`config.mk`:
```
export PLATFORM = sky130hd
export DESIGN_NAME = obi_wrr_sched
export DESIGN_NICKNAME = d
export VERILOG_FILES = /design/src/rtl/obi_wrr_sched.sv
export SDC_FILE = /design/constraint.sdc
export NUM_CORES = 1
export LEC_CHECK = 0
export ABC_AREA = 1
export BUFFER_PORTS_ARGS = -buffer_cell sky130_fd_sc_hd__buf_2
export CAP_MARGIN = 20
export CORE_MARGIN = 8
export CORE_UTILIZATION = 56
export DETAILED_ROUTE_END_ITERATION = 8
export HOLD_SLACK_MARGIN = 0.08
export PLACE_DENSITY = 0.85
export SLEW_MARGIN = 20
export SYNTH_ARGS = -nofsm -noshare
export SYNTH_HDL_FRONTEND = slang
export SYNTH_SLANG_ARGS = --single-unit
```
`constraint.sdc`:
```
create_clock -name clk_i -period 8.05 [get_ports clk_i]
set_clock_uncertainty 0.1 [all_clocks]
set_input_delay 1.61 -clock clk_i [delete_from_list [all_inputs] [get_ports clk_i]]
set_output_delay 1.61 -clock clk_i [all_outputs]
set_load 0.05 [all_outputs]
```
`src/rtl/obi_wrr_sched.sv`:
```
// Weighted round-robin scheduler for a shared OBI manager port.
// Chooses one requester, holds the choice until the downstream grant and
// records the issue order so in-order responses can be steered to their owner.
module obi_wrr_sched #(
  parameter  int unsigned NumReq      = 4,
  parameter  int unsigned WeightWidth = 4,
  parameter  int unsigned NumMaxTrans = 4,
  localparam int unsigned IdxWidth    = $clog2(NumReq),
  localparam int unsigned CntWidth    = $clog2(NumMaxTrans + 1)
) (
  input  logic                          clk_i,
  input  logic                          rst_i,
  input  logic [NumReq*WeightWidth-1:0] weights_i,
  input  logic [NumReq-1:0]             req_i,
  output logic [NumReq-1:0]             gnt_o,
  output logic [IdxWidth-1:0]           sel_idx_o,
  output logic                          mst_req_o,
  input  logic                          mst_gnt_i,
  input  logic                          rsp_valid_i,
  input  logic                          rsp_ready_i,
  output logic [IdxWidth-1:0]           rsp_idx_o,
  output logic                          rsp_idx_valid_o,
  output logic [CntWidth-1:0]           outstanding_o,
  output logic                          err_o
);

  localparam int unsigned PtrWidth = (NumMaxTrans > 1) ? $clog2(NumMaxTrans) : 1;
  localparam logic [PtrWidth-1:0] PtrLast = PtrWidth'(NumMaxTrans - 1);

  typedef enum logic {IDLE, LOCKED} state_e;

  state_e                 state_reg;
  logic [IdxWidth-1:0]    lock_idx_reg;
  logic [IdxWidth-1:0]    ptr_reg;
  logic [WeightWidth-1:0] burst_cnt_reg;
  logic [WeightWidth-1:0] burst_cnt_next;
  logic [IdxWidth-1:0]    sel_hold_reg;
  logic                   err_reg;

  logic [IdxWidth-1:0]    fifo_mem [NumMaxTrans];
  logic [PtrWidth-1:0]    wr_ptr_reg;
  logic [PtrWidth-1:0]    rd_ptr_reg;
  logic [CntWidth-1:0]    count_reg;

  logic [WeightWidth-1:0] weight_eff [NumReq];
  logic                   cand_found;
  logic [IdxWidth-1:0]    cand_idx;
  logic [IdxWidth-1:0]    scan_idx;
  logic                   continue_burst;
  logic [WeightWidth-1:0] burst_base;
  logic                   full;
  logic                   empty;
  logic                   accept;
  logic                   rsp_hs;
  logic                   pop;

  function automatic logic [PtrWidth-1:0] ptr_inc(input logic [PtrWidth-1:0] p);
    return (p == PtrLast) ? '0 : p + PtrWidth'(1);
  endfunction

  // A zero weight still grants one transaction per turn.
  for (genvar gi = 0; gi < NumReq; gi++) begin : g_weight
    assign weight_eff[gi] = (weights_i[gi*WeightWidth +: WeightWidth] == '0)
                          ? WeightWidth'(1)
                          : weights_i[gi*WeightWidth +: WeightWidth];
  end

  assign full   = (count_reg == CntWidth'(NumMaxTrans));
  assign empty  = (count_reg == '0);
  assign rsp_hs = rsp_valid_i && rsp_ready_i;
  assign pop    = rsp_hs && !empty;

  // Candidate selection: a pending lock wins, then the burst owner, then a
  // wrapping scan starting after ptr with ptr itself as the last candidate.
  always_comb begin
    cand_found = 1'b0;
    cand_idx   = '0;
    scan_idx   = '0;
    if (state_reg == LOCKED && req_i[lock_idx_reg]) begin
      cand_found = 1'b1;
      cand_idx   = lock_idx_reg;
    end else if (req_i[ptr_reg] && burst_cnt_reg != '0) begin
      cand_found = 1'b1;
      cand_idx   = ptr_reg;
    end else begin
      for (int k = 1; k <= int'(NumReq); k++) begin
        scan_idx = IdxWidth'((32'(ptr_reg) + 32'(k)) % NumReq);
        if (!cand_found && req_i[scan_idx]) begin
          cand_found = 1'b1;
          cand_idx   = scan_idx;
        end
      end
    end
  end

  assign mst_req_o = cand_found && !full;
  assign accept    = mst_req_o && mst_gnt_i;
  assign sel_idx_o = cand_found ? cand_idx : sel_hold_reg;

  for (genvar gi = 0; gi < NumReq; gi++) begin : g_gnt
    assign gnt_o[gi] = accept && (cand_idx == IdxWidth'(gi));
  end

  // Ptr and burst state are frozen while locked, so re-deriving "continue vs
  // reload" at grant time gives the same answer as when the lock was taken.
  assign continue_burst = (cand_idx == ptr_reg) && (burst_cnt_reg != '0);
  assign burst_base     = continue_burst ? burst_cnt_reg : weight_eff[cand_idx];
  assign burst_cnt_next = burst_base - WeightWidth'(1);

  // Scheduler state: lock FSM, round-robin pointer, burst counter, sticky error.
  always_ff @(posedge clk_i) begin
    if (rst_i) begin
      state_reg     <= IDLE;
      lock_idx_reg  <= '0;
      ptr_reg       <= '0;
      burst_cnt_reg <= '0;
      sel_hold_reg  <= '0;
      err_reg       <= 1'b0;
    end else begin
      if (cand_found) sel_hold_reg <= cand_idx;
      if (accept) begin
        ptr_reg       <= cand_idx;
        burst_cnt_reg <= burst_cnt_next;
      end
      if (rsp_hs && empty) err_reg <= 1'b1;
      case (state_reg)
        IDLE: begin
          if (mst_req_o && !mst_gnt_i) begin
            state_reg    <= LOCKED;
            lock_idx_reg <= cand_idx;
          end
        end
        LOCKED: begin
          if (!req_i[lock_idx_reg]) begin
            // Locked requester withdrew: fall back to the idle choice.
            if (mst_req_o && !mst_gnt_i) lock_idx_reg <= cand_idx;
            else                         state_reg    <= IDLE;
          end else if (accept) begin
            state_reg <= IDLE;
          end
        end
        default: state_reg <= IDLE;
      endcase
    end
  end

  // Issue-order FIFO storage; reset only clears the pointers.
  always_ff @(posedge clk_i) begin
    if (accept) fifo_mem[wr_ptr_reg] <= cand_idx;
  end

  // FIFO pointers and occupancy; a simultaneous push and pop leaves count unchanged.
  always_ff @(posedge clk_i) begin
    if (rst_i) begin
      wr_ptr_reg <= '0;
      rd_ptr_reg <= '0;
      count_reg  <= '0;
    end else begin
      if (accept) wr_ptr_reg <= ptr_inc(wr_ptr_reg);
      if (pop)    rd_ptr_reg <= ptr_inc(rd_ptr_reg);
      case ({accept, pop})
        2'b10:   count_reg <= count_reg + CntWidth'(1);
        2'b01:   count_reg <= count_reg - CntWidth'(1);
        default: count_reg <= count_reg;
      endcase
    end
  end

  assign rsp_idx_valid_o = !empty;
  assign rsp_idx_o       = empty ? '0 : fifo_mem[rd_ptr_reg];
  assign outstanding_o   = count_reg;
  assign err_o           = err_reg;

endmodule
```
==> metrics.log, run 1 <==
[metrics] capturing element type of the critical path: primary output
[metrics] Routed Antenna Nets: 0
[metrics] top flip-flop cell by instance count after synthesis: sky130_fd_sc_hd__dfxtp_1
[metrics] Clk pin slew, worst setup/hold paths: 0.09 ns
[metrics] Worst Hold Path Cells: 1
[metrics] crit path max fanout: 15
[metrics] clk_lat worst skew: 0.33 ns
[metrics] top cells by instance count after synthesis: 79 x sky130_fd_sc_hd__nand2_1, 40 x sky130_fd_sc_hd__inv_1, 33 x sky130_fd_sc_hd__nor2_1
[metrics] Seq/Total Area, Yosys: 0.327
[metrics] number of vias after detailed routing: 1930
[metrics] # IOs: 39
[metrics] Setup CP Type: in -> out
[metrics] setup_tns: 0 ns
[metrics] Max transition margin: 0.585
[metrics] Post-CTS Setup Bufs: 0
[metrics] Die X-Extent: 76.1 um
[metrics] launch point of the worst reg-to-reg path: ptr_reg[0]
[metrics] flip-flop count of the largest register, all copies and words added: 8
[metrics] layout-stage area growth over the synthesis result: 14.2%
[metrics] max-slew violation count: 0
[metrics] number of buffers added by the clock tree synthesis step: 5
[metrics] max-capacitance violation count: 0
[metrics] wire length of the first global-routing pass: 7350 um
[metrics] R2R cell count: 17
[metrics] flop and latch count out of synthesis: 29
[metrics] Hold Startpoint: err_o
[metrics] area of the mapped netlist: 2020 um2
[metrics] number of enable-type register cells in the synthesized netlist: 8
[metrics] gr ovfl total: 0
[metrics] number of buffers on the longest clock path: 2
[metrics] Worst Hold Slack: 0.374 ns
[metrics] number of levels the H-tree was split into: 2
[metrics] root cell of the clock tree: sky130_fd_sc_hd__clkbuf_4
[metrics] time the final worst path needs with I/O delays and setup: 5.21 ns
[metrics] setup repair after global routing missed its margin: false
[metrics] CTS Hold Bufs: 0
[metrics] number of synthesis warnings: 0
[metrics] distinct cell type count of the synthesized netlist: 27
[metrics] DR iter-0 viols: 73
[metrics] pin count of the biggest net entering global routing: 18
[metrics] cell taking the most area after synthesis: sky130_fd_sc_hd__dfxtp_1
[metrics] layout cells sized above 1: 0.232
[metrics] wire length per cell after detailed routing: 11.1 um
[metrics] Reg2Reg Capture Point: outstanding_o[2]
[metrics] fmax: 0.192 GHz
[metrics] setup violation total in the final timing report: 0
[metrics] number of sinks handled by clock tree synthesis: 29
[metrics] antenna violations before repair: 0
[metrics] DRT Pass-1 Iters: 4
[metrics] core outline area: 3550 um2
[metrics] Data arrival, critical path: 3.50 ns
[metrics] Least-Margin Pin Slew: 0.617 ns
[metrics] Rows: 22
[metrics] run status: finished clean
[metrics] most repeated cell in the gate-level netlist after synthesis: sky130_fd_sc_hd__nand2_1
[metrics] Post-CTS Resized: 0
[metrics] final layout net count: 372
[metrics] critical path startpoint category: input port
[metrics] cell count after synthesis: 300
[metrics] top-area cell type share of the netlist area: 0.208
[metrics] Vias/cell: 4.97
[metrics] share of synthesized flip-flops with an asynchronous set or reset: 0
[metrics] Synthesized Nets: 333
[metrics] Data required, critical path: 6.34 ns
[metrics] hold violation total from the final report: 0
[metrics] buffers added on ports: 38
[metrics] Endpoint, Worst Hold: err_o
[metrics] antenna diode count: 0
[metrics] clock tree from TritonCTS: yes
[metrics] average instance area after synthesis: 6.73 um2
[metrics] total wire length: 4320 um
[metrics] top cells by area in the synthesized netlist: sky130_fd_sc_hd__dfxtp_1 21%, sky130_fd_sc_hd__nand2_1 15%, sky130_fd_sc_hd__edfxtp_1 12%
[metrics] number of global-route vias before repair: 1752
[metrics] die extent in y: 76.1 um
[metrics] FF-to-FF setup slack: 4.78 ns
[metrics] worst hold-check path type: reg -> reg
[metrics] die footprint: 5780 um2
[metrics] crit share post-route: 0.648
[metrics] global-route usage over all layers: 0.147
[metrics] DRC: 0
[metrics] Starting Density: 0.569
[metrics] Post-DP HPWL: 3480 um
[metrics] routability congestion estimate: 0.872
[layout make-up]
class                           count  area, um2
Inverter                           44        165
Clock inverter                      3       41.3
Tap cell                           48       60.1
Timing Repair Buffer               38        190
Multi-Input combinational cell    221       1150
Clock buffer                        5       37.5
Fill cell                         323       1240
Sequential cell                    29        661
[cell families after synthesis]
group,share of synthesized area
and+or+nand+nor,0.379
buffers and inverters,0.103
AOI/OAI and AO/OA,0.138
DFF,0.327
adders and majority gates,0.0533
[how the worst max path moves through the flow]
stage | start | end | slack [ns] | cells after the start
final | req_i[3] | gnt_o[0] | 2.84 | 12
after global placement | req_i[3] | gnt_o[0] | 2.97 | 12
after detailed placement | req_i[3] | gnt_o[0] | 2.88 | 12
after floorplan | req_i[2] | gnt_o[0] | 2.52 | 11
after global routing | req_i[2] | gnt_o[0] | 2.59 | 12
after CTS | req_i[3] | gnt_o[0] | 2.87 | 12
[cells in the final DEF, fill, tap and decap left out]
| cell | synthesis | layout |
|---|---|---|
| sky130_fd_sc_hd__clkinvlp_4 | 0 | 1 |
| sky130_fd_sc_hd__edfxtp_1 | 8 | 8 |
| sky130_fd_sc_hd__dfxtp_1 | 21 | 21 |
| sky130_fd_sc_hd__clkinv_1 | 0 | 1 |
| sky130_fd_sc_hd__a21oi_1 | 19 | 19 |
| sky130_fd_sc_hd__nand4_1 | 2 | 2 |
| sky130_fd_sc_hd__nand3_2 | 3 | 3 |
| sky130_fd_sc_hd__o21ai_0 | 18 | 18 |
| sky130_fd_sc_hd__nand3_1 | 17 | 17 |
| sky130_fd_sc_hd__bufinv_16 | 0 | 1 |
| sky130_fd_sc_hd__nand2_4 | 2 | 2 |
| sky130_fd_sc_hd__nand2_1 | 79 | 79 |
| sky130_fd_sc_hd__o21a_1 | 3 | 3 |
| sky130_fd_sc_hd__buf_2 | 1 | 38 |
| sky130_fd_sc_hd__nor2_4 | 2 | 2 |
| sky130_fd_sc_hd__clkbuf_4 | 0 | 5 |
| sky130_fd_sc_hd__inv_1 | 40 | 40 |
| sky130_fd_sc_hd__a211oi_1 | 1 | 1 |
| sky130_fd_sc_hd__o21ai_1 | 4 | 4 |
| sky130_fd_sc_hd__fa_1 | 1 | 1 |
| sky130_fd_sc_hd__nor2_1 | 33 | 33 |
| sky130_fd_sc_hd__ha_1 | 7 | 7 |
| sky130_fd_sc_hd__nand2_2 | 20 | 20 |
| sky130_fd_sc_hd__nand3_4 | 1 | 1 |
| sky130_fd_sc_hd__nor3_1 | 6 | 6 |
| sky130_fd_sc_hd__o211a_1 | 1 | 1 |
| sky130_fd_sc_hd__a21oi_4 | 2 | 2 |
| sky130_fd_sc_hd__inv_2 | 4 | 4 |
[layer usage]
layer  track usage  up-vias  wire length (um)
li1              -     1030                 -
met2         0.250       50              2090
met3        0.0330        5               211
met1         0.178      845              1970
met4        0.0462        0                48
met5             0        -                 0
[stage by stage]
stage                     cells   util  area, um2  setup WS (ns)
after floorplan             300      -       2020           2.52
final                       388  0.649       2310           2.84
after global placement      380  0.627       2230           2.97
after detailed placement    380  0.627       2230           2.88
after global routing        388  0.649       2310           2.59
after CTS                   388  0.649       2310           2.87
[worst max-delay path, stage by stage]
cell and delay [ns]:
sky130_fd_sc_hd__buf_2 0.11, sky130_fd_sc_hd__inv_1 0.05, sky130_fd_sc_hd__nand2_1 0.07, sky130_fd_sc_hd__nand3_1 0.11, sky130_fd_sc_hd__nand2_1 0.12, sky130_fd_sc_hd__inv_1 0.06
sky130_fd_sc_hd__nand3_2 0.09, sky130_fd_sc_hd__nand2_1 0.08, sky130_fd_sc_hd__nor2_1 0.36, sky130_fd_sc_hd__inv_1 0.32, sky130_fd_sc_hd__nor3_1 0.23, sky130_fd_sc_hd__buf_2 0.29
Power of run 1 is not shown: default switching activity piles up to over one toggle a cycle in this logic, so the estimate is an artifact.
==> inputs of run 2 (changes only) <==
- CORE_UTILIZATION: 56 -> 55
- PLACE_DENSITY: 0.85 -> 0.83
- clock period: 8.05 -> 5.4 ns (I/O delays scaled with it)
==> run 2 against run 1 <==
Flip-flop and latch count unchanged. Highest routed layer unchanged. Critical path depth unchanged. Largest cell class unchanged. Critical endpoint unchanged. Routed wire length increased by 1.9%. First-iteration DRC count increased by 33%.
==> metrics.log, run 2 (synthesis gave the netlist of run 1 again) <==
[metrics] run status: finished clean (unchanged)
[metrics] layout-stage area growth over the synthesis result: 15.7% (was 14.2%)
[metrics] Post-DP HPWL: 3510 um (was 3480 um)
[metrics] pin count of the biggest net entering global routing: 18 (unchanged)
[metrics] antenna violations before repair: 0 (unchanged)
[metrics] Hold Startpoint: err_o (unchanged)
[metrics] Vias/cell: 5.09 (was 4.97)
[metrics] antenna diode count: 0 (unchanged)
[metrics] root cell of the clock tree: sky130_fd_sc_hd__clkbuf_8 (was sky130_fd_sc_hd__clkbuf_4)
[metrics] setup violation total in the final timing report: 0 (unchanged)
[metrics] number of buffers on the longest clock path: 2 (unchanged)
[metrics] capturing element type of the critical path: primary output (unchanged)
[metrics] number of vias after detailed routing: 1976 (was 1930)
[metrics] Post-CTS Setup Bufs: 0 (unchanged)
[metrics] leading cell type in the layout, fill and taps excluded: sky130_fd_sc_hd__nand2_1 (unchanged)
[metrics] flip-flop count of the largest register, all copies and words added: 8 (unchanged)
[metrics] met1 wire length: 1970 um (about the same)
[metrics] Data required, critical path: 4.22 ns (was 6.34 ns)
[metrics] worst path buffer plus inverter count: 4 (was 5)
[metrics] Data arrival, critical path: 3.04 ns (was 3.50 ns)
[metrics] Clk pin slew, worst setup/hold paths: 0.06 ns (was 0.09 ns)
[metrics] total wire length: 4400 um (was 4320 um)
[metrics] Endpoint, Worst Hold: err_o (unchanged)
[metrics] die footprint: 5870 um2 (was 5780 um2)
[metrics] clk_lat worst skew: 0.27 ns (was 0.33 ns)
[metrics] cells along the critical path: buf_2 -> inv_1 -> nand2_1 -> nand3_1 -> nand2_2 -> nor2_4 -> nand3_2 -> nand2_1 -> nor2_1 -> inv_1 -> nor3_1 -> buf_2 (was buf_2 -> inv_1 -> nand2_1 -> nand3_1 -> nand2_1 -> inv_1 -> nand3_2 -> nand2_1 -> nor2_1 -> inv_1 -> nor3_1 -> buf_2)
[metrics] wire length on met3: 235 um (was 211 um)
[metrics] worst hold-check path type: reg -> reg (unchanged)
[metrics] most frequent cells in the layout: 79 x sky130_fd_sc_hd__nand2_1, 40 x sky130_fd_sc_hd__inv_1, 38 x sky130_fd_sc_hd__buf_2, 33 x sky130_fd_sc_hd__nor2_1, 21 x sky130_fd_sc_hd__dfxtp_1 (unchanged)
[metrics] critical path startpoint category: input port (unchanged)
[metrics] Max transition margin: 0.610 (was 0.585)
[metrics] Max Used Layer: met4 (unchanged)
[metrics] setup repair after global routing missed its margin: false (unchanged)
[metrics] Die X-Extent: 76.6 um (was 76.1 um)
[metrics] core outline area: 3610 um2 (was 3550 um2)
[metrics] number of global-route vias before repair: 1791 (was 1752)
[metrics] DRT Pass-1 Iters: 4 (unchanged)
[metrics] clock tree from TritonCTS: yes (unchanged)
[metrics] time the final worst path needs with I/O delays and setup: 4.22 ns
[metrics] Post-CTS Resized: 0 (unchanged)
[metrics] hold violation total from the final report: 0 (unchanged)
[metrics] crit path max fanout: 15 (unchanged)
[metrics] number of levels the H-tree was split into: 2 (unchanged)
[metrics] fmax: 0.237 GHz
[metrics] routability congestion estimate: 0.850 (was 0.872)
[metrics] number of sinks handled by clock tree synthesis: 29 (unchanged)
[metrics] number of buffers added by the clock tree synthesis step: 5 (unchanged)
[metrics] die extent in y: 76.6 um (was 76.1 um)
[metrics] slowest cell delay on critical path: 0.36 ns (about the same)
[metrics] Routed Antenna Nets: 0 (unchanged)
[metrics] DRC: 0 (unchanged)
[metrics] crit share post-route: 0.781
[metrics] Worst Hold Path Cells: 1 (unchanged)
[metrics] max-capacitance violation count: 0 (unchanged)
[metrics] met2 routed wirelength: 2120 um (was 2090 um)
[metrics] gr ovfl total: 0 (unchanged)
[metrics] Reg2Reg Capture Point: outstanding_o[2] (unchanged)
[metrics] max-slew violation count: 0 (unchanged)
[metrics] wire length of the first global-routing pass: 7630 um (was 7350 um)
[metrics] FF-to-FF setup slack: 2.09 ns (was 4.78 ns)
[metrics] # IOs: 39 (unchanged)
[metrics] final layout net count: 372 (unchanged)
[metrics] Slowest cell on crit path: sky130_fd_sc_hd__nor2_1 (unchanged)
[metrics] setup_tns: 0 ns (unchanged)
[metrics] buffers added on ports: 38 (unchanged)
[metrics] wire length per cell after detailed routing: 11.3 um (was 11.1 um)
[metrics] launch point of the worst reg-to-reg path: ptr_reg[0] (unchanged)
[metrics] Rows: 22 (unchanged)
[metrics] Setup CP Type: in -> out (unchanged)
[metrics] CTS Hold Bufs: 0 (unchanged)
[metrics] CP top delay family: simple AND/OR/NAND/NOR gates (unchanged)
[metrics] R2R cell count: 17 (unchanged)
[metrics] global-route usage over all layers: 0.152 (was 0.147)
[metrics] Least-Margin Pin Slew: 0.581 ns (was 0.617 ns)
[metrics] DR iter-0 viols: 97 (was 73)
[metrics] layout cells sized above 1: 0.232 (unchanged)
[metrics] Starting Density: 0.560 (was 0.569)
## run 2: cell count changes in the layout (fill, tap and decap cells not counted)
cell,previous run,this run
sky130_fd_sc_hd__clkbuf_8,0,5
sky130_fd_sc_hd__clkbuf_4,5,0
## run 2: worst max-delay path by stage
stage              from       end  slack [ns]  cells past startpoint
2_1_floorplan  req_i[2]  gnt_o[0]        0.93                     11
3_3_place_gp   req_i[3]  gnt_o[0]        1.36                     12
3_5_place_dp   req_i[3]  gnt_o[0]        1.23                     12
4_1_cts        req_i[3]  gnt_o[0]        1.20                     12
5_1_grt        req_i[3]  gnt_o[0]        0.96                     12
6_report       req_i[3]  gnt_o[0]        1.18                     12
## run 2: through the flow
step | hold WS [ns] | cell area [um2] | cells | setup slack [ns] | utilization
floorplan | 0.351 | 2020 | 300 | 0.931 | -
global placement | 0.342 | 2230 | 380 | 1.36 | 0.618
detailed placement | 0.352 | 2230 | 380 | 1.23 | 0.618
CTS | 0.367 | 2340 | 388 | 1.20 | 0.648
global route | 0.402 | 2340 | 388 | 0.955 | 0.648
finish | 0.359 | 2340 | 388 | 1.18 | 0.648
## run 2: cell type report
class | instances | area [um2]
clock buffers | 5 | 68.8
clock inverters | 3 | 41.3
fillers | 328 | 1270
inverters | 44 | 165
multi-input cells | 221 | 1150
flip-flops and latches | 29 | 661
well taps | 48 | 60.1
repair buffers | 38 | 190
## run 2: layer usage
layer / global-route usage / vias up
met5: 0 / -
met4: 0.0635 / 0
met3: 0.0354 / 8
met2: 0.252 / 57
met1: 0.184 / 881
li1: - / 1030
Power of run 2 is left out for the same reason.
==> inputs of run 3 (changes only) <==
- ABC_AREA: 1 -> 0
- CORE_UTILIZATION: 55 -> 50
- PLACE_DENSITY: 0.83 -> 0.8
- clock period: 5.4 -> 3.4 ns (I/O delays scaled with it)
==> run 3 against run 2 <==
The run now ends with negative setup slack left. Synthesized cell count decreased by 26%. Hold slack improved by 0.016 ns. Sequential share of layout area decreased by 4.7 points. Via count decreased by 1.4%. Non-clock buffer count increased by 50. Count of clock-buffer cells in the layout increased by 2. Core utilization increased by 11 points. Final cell count decreased by 8.8%. Die area increased by 5.5%. First-iteration DRC count decreased by 12%. Design area increased by 20%. Worst setup slack got worse by 1.2 ns. Critical endpoint is now burst_cnt_reg[2].
==> metrics.log, run 3 <==
[metrics] worst setup slack before clock tree synthesis: -0.266 ns (was 1.23 ns)
[metrics] crit share post-route: 1.02
[metrics] number of levels the H-tree was split into: 2 (unchanged)
[metrics] cell count after synthesis: 223 (was 300)
[metrics] routability congestion estimate: 0.954 (was 0.850)
[metrics] most frequent cells in the layout: 48 x sky130_fd_sc_hd__buf_4, 28 x sky130_fd_sc_hd__buf_2, 23 x sky130_fd_sc_hd__nor2_1, 19 x sky130_fd_sc_hd__dfxtp_1, 18 x sky130_fd_sc_hd__a21oi_1 (was 79 x sky130_fd_sc_hd__nand2_1, 40 x sky130_fd_sc_hd__inv_1, 38 x sky130_fd_sc_hd__buf_2, 33 x sky130_fd_sc_hd__nor2_1, 21 x sky130_fd_sc_hd__dfxtp_1)
[metrics] most repeated cell in the gate-level netlist after synthesis: sky130_fd_sc_hd__nor2_1 (was sky130_fd_sc_hd__nand2_1)
[metrics] Peak supply drop: 0.000420 V
[metrics] PwrDens: 717 nW/um2
[metrics] Seq/Total Area, Yosys: 0.337 (was 0.327)
[metrics] root cell of the clock tree: sky130_fd_sc_hd__clkbuf_8 (unchanged)
[metrics] Setup WS post-layout: -0.0670 ns (was 1.18 ns)
[metrics] Setup CP Type: in -> reg (was in -> out)
[metrics] total wire length: 5430 um (was 4400 um)
[metrics] Rows: 22 (unchanged)
[metrics] flop and latch count out of synthesis: 29 (unchanged)
[metrics] CP top delay family: compound AO/OA/AOI/OAI gates (was simple AND/OR/NAND/NOR gates)
[metrics] slowest cell delay on critical path: 0.49 ns (was 0.36 ns)
[metrics] number of sinks handled by clock tree synthesis: 29 (unchanged)
[metrics] flip-flop count of the largest register, all copies and words added: 8 (unchanged)
[metrics] layout cells sized above 1: 0.415 (was 0.232)
[metrics] run status: finished with violations (was finished clean)
[metrics] Max transition margin: 0.723 (was 0.610)
[metrics] DRT Pass-1 Iters: 4 (unchanged)
[metrics] Data required, critical path: 3.46 ns (was 4.22 ns)
[metrics] wire length of the first global-routing pass: 8710 um (was 7630 um)
[metrics] fmax: 0.288 GHz
[metrics] distinct cell type count of the synthesized netlist: 46 (was 27)
[metrics] Least-Margin Pin Slew: 0.416 ns (was 0.581 ns)
[metrics] gr ovfl total: 0 (unchanged)
[metrics] Starting Density: 0.528 (was 0.560)
[metrics] global-route usage over all layers: 0.170 (was 0.152)
[metrics] cell taking the most area after synthesis: sky130_fd_sc_hd__dfxtp_1 (unchanged)
[metrics] Cells after DPL: 337 (was 380)
[metrics] leakage: 1.27 nW
[metrics] average instance area after synthesis: 8.80 um2 (was 6.73 um2)
[metrics] worst path buffer plus inverter count: 2 (was 4)
[metrics] die footprint: 6190 um2 (was 5870 um2)
[metrics] core outline area: 3720 um2 (was 3610 um2)
[metrics] final cell count without fillers: 354 (was 388)
[metrics] max-slew violation count: 0 (unchanged)
[metrics] DRC: 0 (unchanged)
[metrics] Data arrival, critical path: 3.53 ns (was 3.04 ns)
[metrics] setup repair after global routing missed its margin: true (was false)
[metrics] Die X-Extent: 78.7 um (was 76.6 um)
[metrics] wire length per cell after detailed routing: 15.4 um (was 11.3 um)
[metrics] worst hold-check path type: reg -> reg (unchanged)
[metrics] time the final worst path needs with I/O delays and setup: 3.47 ns
[metrics] max-capacitance violation count: 0 (unchanged)
[metrics] end-of-flow core utilization: 0.756 (was 0.648)
[metrics] antenna diode count: 0 (unchanged)
[metrics] hold violation total from the final report: 0 (unchanged)
[metrics] capturing element type of the critical path: flop (was primary output)
[metrics] share of synthesized flip-flops with an asynchronous set or reset: 0 (unchanged)
[metrics] Vias/cell: 5.50 (was 5.09)
[metrics] layout-stage area growth over the synthesis result: 43.1% (was 15.7%)
[metrics] Worst Hold Slack: 0.375 ns (was 0.359 ns)
[metrics] clk_lat worst skew: 0.27 ns (about the same)
[metrics] top-area cell type share of the netlist area: 0.214 (was 0.208)
[metrics] Synthesized Nets: 256 (was 333)
[metrics] number of synthesis warnings: 0 (unchanged)
[metrics] top cells by area in the synthesized netlist: sky130_fd_sc_hd__dfxtp_1 21%, sky130_fd_sc_hd__edfxtp_1 12%, sky130_fd_sc_hd__mux4_2 5.7% (was sky130_fd_sc_hd__dfxtp_1 21%, sky130_fd_sc_hd__nand2_1 15%, sky130_fd_sc_hd__edfxtp_1 12%)
[metrics] Routed Antenna Nets: 0 (unchanged)
[metrics] power consumption: 2.01 mW
[metrics] Slowest cell on crit path: sky130_fd_sc_hd__mux4_2 (was sky130_fd_sc_hd__nor2_1)
[metrics] top cells by instance count after synthesis: 25 x sky130_fd_sc_hd__nor2_1, 22 x sky130_fd_sc_hd__nor3_1, 21 x sky130_fd_sc_hd__dfxtp_1 (was 79 x sky130_fd_sc_hd__nand2_1, 40 x sky130_fd_sc_hd__inv_1, 33 x sky130_fd_sc_hd__nor2_1)
[metrics] number of buffers on the longest clock path: 2 (unchanged)
[metrics] DR iter-0 viols: 85 (was 97)
[metrics] pin count of the biggest net entering global routing: 21 (was 18)
[metrics] number of enable-type register cells in the synthesized netlist: 8 (unchanged)
[metrics] # IOs: 39 (unchanged)
[metrics] violations in the final reports: negative setup slack
[metrics] critical path startpoint category: input port (unchanged)
[metrics] number of global-route vias before repair: 1975 (was 1791)
[metrics] top flip-flop cell by instance count after synthesis: sky130_fd_sc_hd__dfxtp_1 (unchanged)
[metrics] buffers added on ports: 38 (unchanged)
[metrics] final layout net count: 338 (was 372)
[metrics] leading cell type in the layout, fill and taps excluded: sky130_fd_sc_hd__buf_4 (was sky130_fd_sc_hd__nand2_1)
[metrics] clock tree from TritonCTS: yes (unchanged)
[metrics] CTS Hold Bufs: 0 (unchanged)
[metrics] area of the mapped netlist: 1960 um2 (was 2020 um2)
[metrics] Clk pin slew, worst setup/hold paths: 0.06 ns (about the same)
[metrics] die extent in y: 78.7 um (was 76.6 um)
[metrics] cells along the critical path: buf_12 -> nor2b_4 -> mux4_2 -> o311a_1 -> a211o_4 -> buf_6 -> a222oi_1 -> nor3_1 -> mux2i_1 -> ha_2 -> o21ai_1 -> a32o_1 -> a21o_1 (was buf_2 -> inv_1 -> nand2_1 -> nand3_1 -> nand2_2 -> nor2_4 -> nand3_2 -> nand2_1 -> nor2_1 -> inv_1 -> nor3_1 -> buf_2)
[metrics] crit path max fanout: 7 (was 15)
[metrics] number of buffers added by the clock tree synthesis step: 5 (unchanged)
[metrics] number of vias after detailed routing: 1948 (was 1976)
[metrics] antenna violations before repair: 0 (unchanged)
[metrics] setup violation total in the final timing report: 2 (was 0)
[metrics] Post-DP HPWL: 4170 um (was 3510 um)
-- run 3: what timing repair did --
| item | 4_1_cts | 5_1_grt |
|---|---|---|
| setup endpoints to repair | 6 | 7 |
| buffers inserted | 2 | 7 |
| gates resized for setup | 10 | 31 |
| pin swaps | 3 | 11 |
-- run 3: routing by layer --
| metal | share of wire | track usage | up-vias |
|---|---|---|---|
| met5 | 0 | 0 | - |
| met4 | 0.016 | 0.0648 | 0 |
| met3 | 0.059 | 0.0535 | 10 |
| met2 | 0.51 | 0.292 | 58 |
| met1 | 0.41 | 0.191 | 906 |
| li1 | - | - | 974 |
-- run 3: cell families (layout without fill, tap and decap cells) --
group           count (synthesis)  count (layout)  share of synthesized area
fa+ha+maj                       8               8                     0.0548
simple gates                   89              89                      0.226
xor+xnor                        2               2                    0.00892
compound gates                 51              51                      0.198
flops                          29              29                      0.337
mux                            16              16                      0.115
buf+inv                        28             111                     0.0612
-- run 3: final timing paths --
kind	cells after the start	slack (ns)	start	to
max	13	-0.07	req_i[1]	burst_cnt_reg[2]
min	2	0.38	sel_hold_reg[0]	sel_hold_reg[0]
max reg2reg	13	-0.02	burst_cnt_reg[3]	burst_cnt_reg[2]
min reg2reg	2	0.38	sel_hold_reg[0]	sel_hold_reg[0]
-- run 3: area by class of cell --
cell class / count / area [um2]
fillers: 273 / 906
well taps: 48 / 60.1
repair buffers: 88 / 644
multi-input cells: 166 / 1300
clock inverters: 1 / 3.75
clock buffers: 7 / 76.3
flip-flops and latches: 29 / 663
inverters: 15 / 61.3
-- run 3: power by group --
group / internal [mW] / total, mW / switching (mW)
combinational: 0.596 / 1.29 / 0.696
clock: 0.142 / 0.255 / 0.113
sequential: 0.428 / 0.468 / 0.0408
-- run 3: tightest hold or removal path: stages, from the launching register on --
cell	delay (ns)
sky130_fd_sc_hd__dfxtp_1	0.30
sky130_fd_sc_hd__nand2_1	0.07
sky130_fd_sc_hd__a21oi_1	0.06
-- run 3: metrics by stage --
step                      instance area (um2)  setup TNS, ns
after floorplan                          2080         -0.498
after global placement                   2540          -1.02
after detailed placement                 2540          -1.28
after CTS                                2670              0
after global routing                     2810         -0.305
final                                    2810        -0.0763
No activity file was read; power rests on OpenSTA's default activity.
